===== config.mk =====
export PLATFORM = sky130hd
export DESIGN_NAME = cpu_sequencer
export DESIGN_NICKNAME = d
export VERILOG_FILES = /design/src/rtl/cpu_sequencer.sv
export SDC_FILE = /design/constraint.sdc
export NUM_CORES = 1
export LEC_CHECK = 0
export ABC_AREA = 1
export CORE_MARGIN = 1.5
export CORE_UTILIZATION = 50
export CTS_CLUSTER_DIAMETER = 60
export DETAILED_ROUTE_END_ITERATION = 7
export DONT_BUFFER_PORTS = 1
export PLACE_DENSITY_LB_ADDON = 0.2
export SLEW_MARGIN = 30
export SYNTH_ARGS = -nofsm -noshare
export SYNTH_HDL_FRONTEND = slang
export SYNTH_SLANG_ARGS = --single-unit

===== constraint.sdc =====
create_clock -name clk -period 1.41 [get_ports clk]
set_input_delay 0.0705 -clock clk [delete_from_list [all_inputs] [get_ports clk]]
set_output_delay 0.0705 -clock clk [all_outputs]
set_load 0.01 [all_outputs]

===== src/rtl/cpu_sequencer.sv =====
// Multi-cycle fetch/decode/execute control unit for the minicpu datapath.
// Drives the active-low register load strobes, the mux/ALU selects and the instruction memory handshake.
`ifndef DATA_WIDTH
`define DATA_WIDTH 8
`endif

// state   | meaning
// IDLE    | waiting for a start pulse
// FETCH   | instruction read outstanding; IR/PC load in the ack cycle
// DECODE  | one settling cycle while the new IR propagates
// EXECUTE | opcode action; retires the instruction
// HALT    | stopped until reset
module cpu_sequencer #(
  parameter int DATA_WIDTH = `DATA_WIDTH,
  parameter int CNT_WIDTH  = 16
) (
  input  logic                  clk,
  input  logic                  reset,
  input  logic                  start,
  input  logic [DATA_WIDTH-1:0] ir,
  input  logic                  zero,
  input  logic                  mem_ack,
  output logic                  mem_req,
  output logic                  ld_pc_n,
  output logic                  ld_ir_n,
  output logic                  ld_a_n,
  output logic                  ld_b_n,
  output logic                  ld_out_n,
  output logic                  pc_sel,
  output logic                  a_sel,
  output logic                  alu_op,
  output logic                  halted,
  output logic                  illegal,
  output logic [CNT_WIDTH-1:0]  retired
);

  typedef enum logic [2:0] {
    S_IDLE    = 3'd0,
    S_FETCH   = 3'd1,
    S_DECODE  = 3'd2,
    S_EXECUTE = 3'd3,
    S_HALT    = 3'd4
  } state_t;

  localparam logic [3:0] OP_NOP = 4'h0;
  localparam logic [3:0] OP_LDA = 4'h1;
  localparam logic [3:0] OP_LDB = 4'h2;
  localparam logic [3:0] OP_ADD = 4'h3;
  localparam logic [3:0] OP_SUB = 4'h4;
  localparam logic [3:0] OP_OUT = 4'h5;
  localparam logic [3:0] OP_JMP = 4'h6;
  localparam logic [3:0] OP_JZ  = 4'h7;
  localparam logic [3:0] OP_HLT = 4'hF;

  state_t               r_state;
  state_t               w_next;
  logic                 r_illegal;
  logic [CNT_WIDTH-1:0] r_retired;
  logic [3:0]           w_opcode;
  logic                 w_op_undef;
  logic                 w_exec;
  logic                 w_unused_imm;

  assign w_opcode     = ir[DATA_WIDTH-1 -: 4];
  // The immediate is consumed by the datapath, not here.
  assign w_unused_imm = ^ir[DATA_WIDTH-5:0];
  assign w_op_undef   = (w_opcode >= 4'h8) && (w_opcode != OP_HLT);
  assign w_exec       = (r_state == S_EXECUTE);

  always_ff @(posedge clk or posedge reset) begin
    if (reset) begin
      r_state <= S_IDLE;
    end else begin
      r_state <= w_next;
    end
  end

  always_ff @(posedge clk or posedge reset) begin
    if (reset) begin
      r_retired <= '0;
      r_illegal <= 1'b0;
    end else if (w_exec) begin
      r_retired <= r_retired + CNT_WIDTH'(1);
      if (w_op_undef) begin
        r_illegal <= 1'b1;
      end
    end
  end

  always_comb begin
    w_next   = r_state;
    mem_req  = 1'b0;
    ld_pc_n  = 1'b1;
    ld_ir_n  = 1'b1;
    ld_a_n   = 1'b1;
    ld_b_n   = 1'b1;
    ld_out_n = 1'b1;
    pc_sel   = 1'b0;
    a_sel    = 1'b0;
    alu_op   = 1'b0;
    halted   = 1'b0;
    case (r_state)
      S_IDLE: begin
        if (start) begin
          w_next = S_FETCH;
        end
      end
      S_FETCH: begin
        mem_req = 1'b1;
        if (mem_ack) begin
          ld_ir_n = 1'b0;
          ld_pc_n = 1'b0;
          w_next  = S_DECODE;
        end
      end
      S_DECODE: begin
        w_next = S_EXECUTE;
      end
      S_EXECUTE: begin
        w_next = S_FETCH;
        case (w_opcode)
          OP_NOP: ;
          OP_LDA: ld_a_n = 1'b0;
          OP_LDB: ld_b_n = 1'b0;
          OP_ADD: begin
            ld_a_n = 1'b0;
            a_sel  = 1'b1;
          end
          OP_SUB: begin
            ld_a_n = 1'b0;
            a_sel  = 1'b1;
            alu_op = 1'b1;
          end
          OP_OUT: ld_out_n = 1'b0;
          OP_JMP: begin
            ld_pc_n = 1'b0;
            pc_sel  = 1'b1;
          end
          OP_JZ: begin
            if (zero) begin
              ld_pc_n = 1'b0;
              pc_sel  = 1'b1;
            end
          end
          OP_HLT: w_next = S_HALT;
          default: ;
        endcase
      end
      S_HALT: begin
        halted = 1'b1;
      end
      default: begin
        w_next = S_IDLE;
      end
    endcase
  end

  assign illegal = r_illegal;
  assign retired = r_retired;

endmodule


# After elaboration in Yosys (flattened, before gate mapping)
# Index checks and enable logic that the tools add are counted.
classes:
  n_addsub: 1
  n_lt_le_gt_ge: 1
  eq_ne: 15
  mux: 24
  bitwise: 1
  reduce_logical: 6
op_table:
  columns: ["operator", "count"]
  rows:
  - ["$mux 1", 17]
  - ["$add 16x1->16 const B", 1]
  - ["$eq 4x3->1 const B", 4]
  - ["$pmux 3 s5", 1]
  - ["$mux 3", 3]
  - ["$eq 4x2->1 const B", 2]
  - ["$eq 3x2->1 const B", 2]
  - ["$pmux 1 s2", 3]
  - ["$eq 4x1->1 const B", 1]
  - ["$eq 4x4->1 const B", 1]
  - ["$ge 4x4->1 const B", 1]
  - ["$ne 2x2->1 const B", 2]
  - ["$ne 4x4->1 const B", 1]
  - ["$eq 3x1->1 const B", 1]
  - ["$eq 3x3->1 const B", 1]
  - ["$logic_not 3->1", 1]
  - ["$reduce_and 3->1", 1]
  - ["$reduce_or 3->1", 1]
  - ["$reduce_and 2->1", 1]
  - ["$reduce_or 2->1", 1]
  - ["$logic_and 1x1->1", 1]
  - ["$not 1->1", 1]
word_totals:
  regBits: 20
  inputBits: 13
  elab_cells: 51

# Logic depth before layout (Yosys ltp)
# Gate-level depths: netlist (run 1).
logic_depth:
  depth_word: 4
  ltp_mapped: 7
  depth_no_buf: 7

# Worst setup path after synthesis (run 1)
# No wires, ideal clock.
synth_path:
  path_kind: "reg-to-reg"
  start: "register r_retired[1], in the netlist retired[1]"
  end: "register r_retired[12], in the netlist retired[12]"
  setup_ns: 0.120
  arrival_ns: 1.128
  t_required_ns: 1.290
  slack_ns: 0.162
  stages_incl_launch_ff: 7
  synth_period_minus_slack_ns: 1.248
  path_cell_list: "dfrtp_1 -> ha_1 -> nand3_1 -> nor2_4 -> nand2_2 -> o21ai_1 -> nand2_1"
synth_via:
  elab_chain_len: 1
synth_rtl:
  columns: ["element", "line_no", "text"]
  rows:
  - ["from (decl)", "58", "logic [CNT_WIDTH-1:0] r_retired;"]
  - ["from (signal assigned)", "83", "r_retired <= r_retired + CNT_WIDTH'(1);"]
  - ["$add 16x1->16", "83", null]
# Every way passes these cells.
# A chain may end at the register's enable or synchronous reset.

# Final worst setup path (run 1)
layout_path:
  start: "register r_state[0]"
  end: "output port ld_a_n"
layout_via:
  elab_chain_len: 2
layout_rtl:
  columns: ["element", "line_no", "text"]
  rows:
  - ["from (decl)", "55", "state_t r_state;"]
  - ["from (signal assigned)", "74", "r_state <= w_next;"]
  - ["$eq 3x2->1", "102", "case (r_state)"]
  - ["$mux 1", "102", null]
  - ["to (decl)", "26", "output logic ld_a_n,"]
# Every way passes these cells.

==> summary by stage, run 1 <==
Clocking
The number of levels in the clock H-tree is 1. The CTS tree is done. Counting the buffers created by CTS gives 3.

The root cell of the clock tree is sky130_fd_sc_hd__clkbuf_4. Clock latency on the worst-skew pair, taken at its later pin, is 300 ps. The longest clock path from root to sink contains 2 buffers. For this design, the sink count on the clock tree is 20. Clock-pin slew was measured on the worst setup and hold paths at 110 ps.

Pwr
For this design the ratio of total power to cell area is 1327 mW/mm². Across the VDD grid, the largest voltage drop is 0.8290 mV. The power after layout is 1.828 mW. For this design the static power due to leakage is 0.6606 nW.

Yosys
The post-synthesis area per instance is 7.616 µm². After synthesis, the share of cell area in mux cells is 0. The post-synthesis instance total is 149. The XOR/XNOR share of the synthesized area is 0.06174. The mapped netlist covers 0.001135 mm². The area share of fa/ha/maj cells after synthesis is 0.01103.

Of the synthesized area, sequential elements account for 0.4410. The net count after synthesis is 163. The count of unique library cells instantiated by Yosys is 24. The top-area cell type share of the netlist area is 0.4410.

The complex-gate fraction of the synthesized area is 0.05072. The synthesized design contains 20 register bits. The main combinational cell family by area after synthesis is simple AND/OR/NAND/NOR gates. The most area-hungry cell type in the Yosys netlist is sky130_fd_sc_hd__dfrtp_1. For this run, the number of Yosys warnings is 0. Of the total synthesized cell area, the portion taken by AND, OR, NAND and NOR gates is 0.3495. Sorting the synthesized cells by area gives the leading types as sky130_fd_sc_hd__dfrtp_1 (44%), sky130_fd_sc_hd__nand2_1 (14%), sky130_fd_sc_hd__inv_1 (7.3%), sky130_fd_sc_hd__nor2_1 (6.0%), sky130_fd_sc_hd__xnor2_1 (3.9%).

Cells and area
The most common cell after layout, fill and taps aside is sky130_fd_sc_hd__nand2_1. The synthesis-to-finish area growth is 21.39%. The antenna diode count is 0. Counting the fill cells in the layout gives 201. The proportion of layout cells with a drive suffix above 1 is 0.1744. Summing all multi-input logic gate instances after layout gives 555.5 µm². Leaving out fill and tap cells, the most frequent cells in the layout are sky130_fd_sc_hd__nand2_1 (42), sky130_fd_sc_hd__inv_1 (21), sky130_fd_sc_hd__dfrtp_1 (19). Summing all flip-flop and latch instances after layout gives 501.7 µm². After routing the design area is 0.001378 mm². The number of nets in the final layout is 188.

Drt
The violation count after the first detailed-routing iteration is 14. The overall via count from detail_route is 1043. After detailed routing, the total wire length is 2361 µm. The number of detailed-route iterations in the first pass is 4. After detailed routing, the average wire length per cell comes to 11.81 µm.

In this run the remaining antenna-violating nets after routing total 0. The per-cell via count in the routed design is 5.215. In the routed design, unresolved DRC markers number 0.

STA
The time the worst path needs with I/O delays and setup is 1394 ps. The worst slew slack as a fraction of its limit is 0.8138. The final total negative setup slack is 0 ps. For the pin with the worst max-slew slack, the measured transition is 278.3 ps. On the final layout, the worst clock skew is 10.03 ps. The maximum clock rate is 717.6 MHz.

The total count of hold-check failures in the final report came to 0. Setup repair after global routing could not meet its margin everywhere. The max-slew violation count came to 0. Setup violations remaining at the end of the flow were counted as 0. The portion of the clock cycle consumed by the worst path in the final layout is 0.9883.

Worst setup path
The critical path in this run is classified as reg2out. The launch point of the worst path is r_state[0]$_DFFE_PP0P_. The maximum fanout along the worst path is 5. The critical path goes through nand2_2 > nor2_4 > buf_6 > nand4_1 > o21ai_1 > inv_1. The launching element type of the critical path is a flop. The reg-to-reg startpoint is retired[1]$_DFFE_PP0N_. For flop-to-flop paths, the worst setup slack is 100 ps.

For the worst setup path, the data required time is 1340 ps. The element type at the critical path end is an output port. The stage delay of the slowest cell on the critical path is 400 ps. STA puts the critical path data arrival time at 1320 ps. The buffering stage count on the worst path with inverters included is 2. The cell type group with the largest total delay on the critical path is flip-flops.

Among all stages on the critical path, the largest delay is contributed by sky130_fd_sc_hd__dfrtp_1. Measured in cells, the most critical reg-to-reg path has a length of 6. In this run the critical register-to-register path is captured at retired[12]$_DFFE_PP0N_.

Status
The flow ran to the end, and the final reports show no timing, DRC or antenna violations.

Worst hold path
The min-delay analysis places its worst path in the category in2reg. The worst hold path passes through 4 cells. The launch instance of the worst min-delay path is start. The path with the worst hold slack has its endpoint at r_state[1]$_DFFE_PP0P_.

Die
From bottom edge to top edge, the die measures 50.64 µm. Measured along the x axis, the die boundary spans 50.64 µm. The total I/O pin count is 40. In this run the core area contains 17 standard-cell rows. The total core area is 0.002170 mm². The die covers 0.002564 mm². The starting density of the core is 0.5231.

Placed design
In this run the cell area measured after placement is 0.001226 mm². The congestion estimate from routability-driven global placement came to 0.8049. Input and output buffers added on the ports amount to 0. Summed over all nets, the half-perimeter wirelength after detailed placement is 1748 µm.

Global route
The via count of the first global-routing pass was 995. Entering global routing, the biggest net connects 21 pins. The number of antenna violations at the first check in global routing came to 0.

For this run the aggregate overflow at the end of global routing stands at 0. The first global-routing pass estimated 4050 µm of wire. For this run, the total global-route usage over all layers was measured as 0.2100.

Flow run
The tool flagged a number of max-cap violations equal to 0.
[repair_timing]
action	CTS	global route
setup buffers	3	1
pin swaps	1	0
resized for setup	3	4
gates cloned	0	1
endpoints found under the setup margin	4	6
hold buffers	7	0
hold endpoints to repair	23	0
[worst register-to-register path, stage by stage (launching register included)]
cell                      delay, ps
sky130_fd_sc_hd__dfrtp_1        400
sky130_fd_sc_hd__ha_1           180
sky130_fd_sc_hd__nand3_1        140
sky130_fd_sc_hd__nor2_4         200
sky130_fd_sc_hd__nand2_2        100
sky130_fd_sc_hd__o21ai_1        120
sky130_fd_sc_hd__nand2_1         50
[synth_stat cells]
cell / instances
sky130_fd_sc_hd__nor3_1: 1
sky130_fd_sc_hd__o21ai_1: 4
sky130_fd_sc_hd__xor2_1: 3
sky130_fd_sc_hd__xnor2_1: 5
sky130_fd_sc_hd__nor2_4: 3
sky130_fd_sc_hd__inv_1: 22
sky130_fd_sc_hd__ha_1: 1
sky130_fd_sc_hd__nand4_1: 6
sky130_fd_sc_hd__nand3_1: 8
sky130_fd_sc_hd__o21bai_1: 1
sky130_fd_sc_hd__nor2_2: 1
sky130_fd_sc_hd__and2_1: 2
sky130_fd_sc_hd__buf_6: 1
sky130_fd_sc_hd__dfrtp_1: 20
sky130_fd_sc_hd__nand2_2: 3
sky130_fd_sc_hd__a21oi_1: 2
sky130_fd_sc_hd__nand3b_1: 1
sky130_fd_sc_hd__o31ai_1: 1
sky130_fd_sc_hd__nor2_1: 18
sky130_fd_sc_hd__o21ai_0: 1
sky130_fd_sc_hd__nand3_2: 1
sky130_fd_sc_hd__inv_2: 1
sky130_fd_sc_hd__nand2_1: 42
sky130_fd_sc_hd__o211ai_1: 1
[worst max path at each step]
stage / end / slack [ps] / depth (start not counted)
finish: ld_a_n / 20 / 6
global route: ld_a_n / -70 / 6
CTS: ld_a_n / -10 / 6
detailed placement: retired[12]$_DFFE_PP0N_ / 120 / 6
global placement: retired[15]$_DFFE_PP0N_ / 140 / 7
floorplan: retired[12]$_DFFE_PP0N_ / 160 / 6
[where the power goes]
| part | internal (mW) | leakage, nW | switching, mW |
|---|---|---|---|
| Combinational | 0.348 | 0.385 | 0.432 |
| Clock | 0.0995 | 0.0138 | 0.168 |
| Sequential | 0.681 | 0.262 | 0.100 |
[area by class of cell]
cell class | instances | area share
Inverter | 23 | 0.06267
Tap cell | 28 | 0.02543
Clock buffer | 3 | 0.01635
Sequential cell | 20 | 0.3642
Timing Repair Buffer | 21 | 0.1281
Multi-Input combinational cell | 105 | 0.4033
[routing by layer]
metal  wire [µm]  GRT usage  vias to the layer above
li1            -          -                      511
met1        1026     0.2457                      486
met2        1151     0.3750                       42
met3         150    0.04167                        4
met4          34    0.08108                        0
met5           0          0                        -
[cell families (layout without fill, tap and decap cells)]
kind of cell / count (synthesis) / count (layout)
AO/OA/AOI/OAI: 10 / 10
AND/OR/NAND/NOR: 86 / 86
buffers and inverters: 24 / 47
adder cells (fa/ha/maj): 1 / 1
XOR/XNOR: 8 / 8
flip-flops: 20 / 20
[sequential cells by signal, indices dropped and copies added (netlist names)]
name     cells
r_state      3
retired     16
illegal      1
[metrics by stage]
| step | setup WS (ps) | instances | utilization | hold WS [ps] |
|---|---|---|---|---|
| finish | 16.47 | 200 | 0.6349 | 55.92 |
| global route | -72.02 | 200 | 0.6349 | 94.63 |
| CTS | -10.77 | 198 | 0.6246 | 55.49 |
| detailed placement | 123.9 | 185 | 0.5652 | 11.23 |
| global placement | 139.4 | 185 | 0.5652 | 5.320 |
| floorplan | 161.8 | 149 | - | 34.33 |
Power figures use the tool's default switching activity.
==> inputs of run 2 (changes only) <==
- CORE_ASPECT_RATIO: default -> 0.7
- SKIP_CTS_REPAIR_TIMING: default -> 1
- SLEW_MARGIN: 30 -> default
==> run 2 against run 1 <==
The run now ends with negative setup slack left; die area increased by 0.18%; sequential power increased by 3%; utilization decreased by 1.2 points; non-clock buffer count decreased by 4; power decreased by 2.7%; cell area decreased by 2.5%; clock power decreased by 3%.
==> summary by stage, run 2 (synthesis results as in run 1) <==
Status
The flow ran to the end, but the final reports show violations. The checks that failed: negative setup slack.

Global route
The remaining global-route overflow was 0 (unchanged). The wire length of the first global-routing pass is 3781 µm (-6.6%). The number of antenna violations at the first check in global routing is 0 (unchanged). The maximum number of pins on one net before global-route repair is 21 (unchanged).

The global routing usage summed across all routing layers was 0.2006 (-0.009357). The via count of the first global-routing pass is 859 (-14%).

Worst setup path
Tracing the worst setup path back leads to its startpoint at r_state[1]$_DFFE_PP0P_. The most critical setup path has its endpoint at ld_a_n. The reg-to-reg startpoint is r_state[2]$_DFFE_PP0P_. The kind of critical path is reg2out.

The logic depth of the worst register-to-register path was 6 (unchanged). The element type at the critical path end is an output port. STA classifies the critical path startpoint as a flop. The arrival time reported for the critical path endpoint is 1370 ps (+50 ps).

The required time of the critical path is 1340 ps (about the same). The register-to-register setup slack was 70 ps (-30 ps). In this run the critical register-to-register path is captured at retired[12]$_DFFE_PP0N_. The maximum fanout along the worst path was 5 (unchanged).

Placed design
The HPWL reported at the end of detailed placement came to 1839 µm (+5.2%). The number of buffers inserted by port buffering is 0 (unchanged). The worst setup slack before clock tree synthesis was 90.29 ps (-33.63 ps).

The final weighted congestion of routability-driven global placement came to 0.8217 (+2.1%).

Cells and area
The core occupancy in the finished layout was 0.6231 (-0.01183). The number of flip-flops in the largest register is 16 (unchanged). The synthesis-to-finish area growth is 18.30%. The top cell types in the final layout, fill and taps aside, are sky130_fd_sc_hd__nand2_1 (42), sky130_fd_sc_hd__inv_1 (22), sky130_fd_sc_hd__dfrtp_1 (18). The proportion of layout cells with a drive suffix above 1 is 0.1548 (-0.01966).

The library cell used most frequently in the layout, excluding fill and tap cells, is sky130_fd_sc_hd__nand2_1. The number of nets in the final layout is 184 (-2.1%). The antenna diode count came to 0 (unchanged).

Drt
The violation count after the first detailed-routing iteration is 27 (+13). The number of detailed-route iterations in the first pass is 4 (unchanged). The final routed wire length divided by cell count is 11.94 µm (+1.1%). The number of nets with antenna violations after detailed routing came to 0 (unchanged). The per-cell via count in the routed design is 4.915 (-5.8%). The overall via count from detail_route is 983 (-5.8%). The total routed wirelength was 2387 µm (+1.1%).

The DRC violations left is 0 (unchanged).

STA
The smallest setup slack after layout came to -30.92 ps (-47.39 ps). The largest clock skew in the final design is 6.633 ps (-3.398 ps). The worst hold margin came to 63.05 ps (+7.121 ps). The measured slew at the worst slew-check pin is 273.0 ps (-5.380 ps). The time the worst path needs with I/O delays and setup was 1441 ps (+47.39 ps). The total count of hold-check failures in the final report is 0 (unchanged). The maximum clock rate is 694.0 MHz (-3.3%). The worst slew slack as a fraction of its limit was 0.8172 (+0.003472).

Setup repair after global routing could not meet its margin everywhere. The total setup violations reported at the end of the flow is 2 (+2). The max-slew violation count is 0 (unchanged).

The final total negative setup slack came to -54.44 ps (-54.44 ps). The portion of the clock cycle consumed by the worst path in the final layout is 1.022 (+0.03361).

Pwr
The power density over the cells was 1325 mW/mm² (-0.19%). The leakage component of the power is 0.6389 nW (-3.3%). The power after layout was 1.778 mW (-2.7%). The worst supply voltage drop on vdd is 0.6566 mV (-21%).

Die
The starting density of the core is 0.5267 (+0.003645). The total core area is 0.002155 mm² (-0.69%). The area of the die is 0.002569 mm² (+0.18%). The die span in x is 59.94 µm (+18%). The number of standard-cell rows in the floorplan is 14 (-3). The die span in y came to 42.86 µm (-15%). The total I/O pin count is 40 (unchanged).

Clocking
TritonCTS built the clock tree. The number of levels in the clock H-tree came to 1 (unchanged). The number of buffers between clock root and the deepest sink came to 2 (unchanged). The number of sinks handled by clock tree synthesis was 20 (unchanged). The clock-pin transition on the worst setup and hold timing paths was 100 ps (about the same). The worst-skew pair later-pin latency is 290 ps (about the same).

The number of clock buffers inserted by TritonCTS is 3 (unchanged). The tree is rooted in a sky130_fd_sc_hd__clkbuf_4.

Flow run
The number of max-cap violations is 0 (unchanged).

Worst hold path
The path category of the worst min-delay check is in2reg.
-- run 2: cell count changes in the layout (fill, tap and decap cells not counted) --
| cell | previous run | this run |
|---|---|---|
| sky130_fd_sc_hd__buf_4 | 12 | 10 |
| sky130_fd_sc_hd__a21oi_1 | 1 | 2 |
| sky130_fd_sc_hd__a21oi_2 | 1 | 0 |
| sky130_fd_sc_hd__buf_2 | 1 | 0 |
| sky130_fd_sc_hd__dfrtp_1 | 19 | 18 |
| sky130_fd_sc_hd__dfrtp_2 | 1 | 2 |
| sky130_fd_sc_hd__dlygate4sd3_1 | 7 | 6 |
| sky130_fd_sc_hd__inv_1 | 21 | 22 |
| sky130_fd_sc_hd__inv_2 | 2 | 1 |
| sky130_fd_sc_hd__nand3_2 | 0 | 1 |
| sky130_fd_sc_hd__nand3_4 | 1 | 0 |
-- run 2: worst max-delay path, stage by stage, from the launching register on --
cell and delay, ps:
sky130_fd_sc_hd__dfrtp_1 410, sky130_fd_sc_hd__nand2_2 100, sky130_fd_sc_hd__nor2_4 140, sky130_fd_sc_hd__buf_6 120, sky130_fd_sc_hd__nand4_1 110, sky130_fd_sc_hd__o21ai_1 110, sky130_fd_sc_hd__inv_1 90
-- run 2: layout make-up --
cell class                      count  area (µm²)
Fill cell                         207       812.0
Multi-Input combinational cell    105       544.3
Sequential cell                    20       503.0
Timing Repair Buffer               17       146.4
Inverter                           23       86.33
Tap cell                           32       40.04
Clock buffer                        3       22.52
-- run 2: worst min path at each step --
stage               startpoint                     end  slack, ps  cells past startpoint
finish                   ir[7]     illegal$_DFFE_PP0P_         60                      3
CTS                      reset  retired[2]$_DFFE_PP0N_       -320                      2
global route             ir[7]     illegal$_DFFE_PP0P_         80                      3
floorplan                reset     illegal$_DFFE_PP0P_         30                      1
global placement         reset  retired[0]$_DFFE_PP0N_          4                      2
detailed placement       reset  retired[1]$_DFFE_PP0N_          8                      2
-- run 2: power breakdown --
part           switching [mW]  internal (mW)
registers               0.117          0.684
logic                   0.395          0.323
clock network           0.160         0.0994
-- run 2: per-stage QoR --
step | cells | instance area, µm²
2_1_floorplan | 149 | 1135
6_report | 200 | 1343
3_5_place_dp | 188 | 1224
4_1_cts | 191 | 1246
3_3_place_gp | 188 | 1224
5_1_grt | 200 | 1343
-- run 2: metal layers --
| layer | global-route usage | up-vias | routed length [µm] |
|---|---|---|---|
| li1 | - | 509 | - |
| met1 | 0.3049 | 438 | 1185 |
| met2 | 0.2783 | 34 | 1045 |
| met3 | 0.06402 | 2 | 146 |
| met4 | 0.04000 | 0 | 10 |
| met5 | 0 | - | 0 |
==> inputs of run 3 (changes only) <==
- HOLD_SLACK_MARGIN: default -> 0.06
- PLACE_DENSITY: default -> 0.64
- PLACE_DENSITY_LB_ADDON: 0.2 -> default
==> run 3 against run 2 <==
The run still ends with negative setup slack left; cell area rose by 8.8%; worst hold slack got worse by 18 ps; register-to-register slack got worse by 80 ps; clock skew rose by 3.9 ps; non-clock buffer count rose by 6; global-route usage rose by 2.0 points; critical path depth fell by 1; critical endpoint unchanged; largest cell class unchanged; largest power group is now combinational logic.
==> summary by stage, run 3 (synthesis results as in run 1) <==
Status
The flow ran to the end, but the final reports show violations. The checks that failed: negative setup slack.

STA
The total count of hold-check failures in the final report is 0 (unchanged). The maximum clock rate is 704.7 MHz (+1.5%). The smallest setup slack after layout is -8.998 ps (+21.92 ps). The worst hold margin is 44.84 ps (-18.20 ps). The portion of the clock cycle consumed by the worst path in the final layout came to 1.006 (-0.01555). The measured slew at the worst slew-check pin was 433.5 ps (+160.6 ps). Setup repair after global routing could not meet its margin everywhere. The time the worst path needs with I/O delays and setup was 1419 ps (-21.92 ps). The worst slew slack as a fraction of its limit is 0.7107 (-0.1066).

The total setup violations reported at the end of the flow is 2 (unchanged). The max-slew violation count is 0 (unchanged). The largest clock skew in the final design is 10.49 ps (+3.855 ps).

Die
The die span in x is 59.94 µm (unchanged). The die span in y came to 42.86 µm (unchanged). The area of the die is 0.002569 mm² (unchanged). The number of standard-cell rows in the floorplan is 14 (unchanged). The total I/O pin count is 40 (unchanged). The total core area came to 0.002155 mm² (unchanged). The starting density of the core was 0.5267 (unchanged).

Clocking
The number of sinks handled by clock tree synthesis is 20 (unchanged). The worst-skew pair later-pin latency is 310 ps (+20 ps). The CTS tree is done. The clock-pin transition on the worst setup and hold timing paths was 120 ps (+20 ps). The number of levels in the clock H-tree is 1 (unchanged).

CTS placed an instance of sky130_fd_sc_hd__clkbuf_4 at the clock tree root. The number of buffers between clock root and the deepest sink is 2 (unchanged). The number of clock buffers inserted by TritonCTS is 3 (unchanged).

Global route
The number of antenna violations at the first check in global routing is 0 (unchanged). The global routing usage summed across all routing layers is 0.2205 (+0.01982). The wire length of the first global-routing pass is 4174 µm (+10%). The maximum number of pins on one net before global-route repair is 13 (-38%). The remaining global-route overflow is 0 (unchanged). The via count of the first global-routing pass is 870 (+1.3%).

Drt
The number of nets with antenna violations after detailed routing is 0 (unchanged). The final routed wire length divided by cell count is 13.07 µm (+9.5%). The DRC violations left is 0 (unchanged). The violation count after the first detailed-routing iteration is 63 (+130%).

The total routed wirelength was 2705 µm (+13%). The number of detailed-route iterations in the first pass is 4 (unchanged). The per-cell via count in the routed design is 4.947 (+0.65%). The overall via count from detail_route was 1024 (+4.2%).

Worst setup path
The maximum fanout along the worst path is 5 (unchanged). The worst setup path is captured at an output port. The arrival time reported for the critical path endpoint was 1350 ps (-20 ps). By startpoint and endpoint, the worst setup path is classified as reg2out. The worst setup path is launched from a flop. The required time of the critical path is 1340 ps (about the same).

Pwr
The leakage component of the power came to 0.7056 nW (+10%). The worst supply voltage drop on vdd came to 1.181 mV (+80%). The power density over the cells is 1510 mW/mm² (+14%).

Placed design
The cell area reported after detailed placement is 0.001224 mm² (unchanged). The number of buffers inserted by port buffering was 0 (unchanged). The final weighted congestion of routability-driven global placement is 0.7156 (-13%).

The HPWL reported at the end of detailed placement is 1938 µm (+5.4%).

Cells and area
The top cell types in the final layout, fill and taps aside, are sky130_fd_sc_hd__nand2_1 (40), sky130_fd_sc_hd__inv_1 (21), sky130_fd_sc_hd__dfrtp_1 (18). The number of flip-flops in the largest register is 16 (unchanged). The number of nets in the final layout came to 190 (+3.3%). Compared with the post-synthesis result, the final layout area differs by 28.67%. The antenna diode count came to 0 (unchanged).

The most common cell after layout, fill and taps aside is sky130_fd_sc_hd__nand2_1. The summed area of non-filler cells in the final layout is 0.001460 mm² (+8.8%). The proportion of layout cells with a drive suffix above 1 came to 0.2229 (+0.06810).

Worst hold path
The path category of the worst min-delay check is in2reg.

Flow run
The number of max-cap violations came to 0 (unchanged).
-- run 3: changes by cell type in the layout (fill, tap and decap cells not counted), sizes merged --
cell,previous run,this run
buf,11,17
bufinv,0,1
-- run 3: critical path: stages (launching register included) --
cell and delay (ps):
sky130_fd_sc_hd__dfrtp_1 420, sky130_fd_sc_hd__nand2_4 70, sky130_fd_sc_hd__nor2_4 150, sky130_fd_sc_hd__nand4_1 160, sky130_fd_sc_hd__o21ai_1 130, sky130_fd_sc_hd__inv_1 90
-- run 3: layout make-up --
cell class              count  area [µm²]
fillers                   176       694.4
well taps                  32       40.04
flip-flops and latches     20       503.0
inverters                  23       86.33
multi-input cells         105       590.6
clock inverters             1       30.03
repair buffers             23       187.7
clock buffers               3       22.52
-- run 3: per-stage QoR --
step	worst slack, ps	TNS, ps	utilization	power (mW)	instances
6_report	-8.998	-16.34	0.6777	2.205	207
5_1_grt	-124.4	-617.3	0.6777	2.351	207
4_1_cts	-107.1	-308.1	0.5923	1.920	192
3_5_place_dp	111.1	0	0.5679	1.444	188
3_3_place_gp	159.8	0	0.5679	1.417	188
2_1_floorplan	161.8	0	-	1.239	149
-- run 3: layer usage --
layer,track usage,up-vias,share of wire
met1,0.3391,472,0.48
met3,0.07012,2,0.048
met2,0.3022,33,0.47
li1,-,517,-
met5,0,-,0
met4,0.04000,0,0.0037
-- run 3: report_power, final --
part	internal (mW)	switching, mW	total [mW]
Sequential	0.681	0.108	0.789
Combinational	0.438	0.503	0.941
Clock	0.288	0.187	0.474
Total	1.41	0.798	2.20
-- run 3: worst paths after layout --
kind,slack [ps],end,start,depth (start not counted)
min reg2reg,560,retired[6]$_DFFE_PP0N_,retired[6]$_DFFE_PP0N_,1
max reg2reg,-9,retired[9]$_DFFE_PP0N_,r_state[1]$_DFFE_PP0P_,9
max in group asynchronous,710,r_state[0]$_DFFE_PP0P_,reset,3
min in group asynchronous,180,retired[15]$_DFFE_PP0N_,reset,2
max,-9,ld_a_n,r_state[1]$_DFFE_PP0P_,5
min,40,r_state[1]$_DFFE_PP0P_,start,4
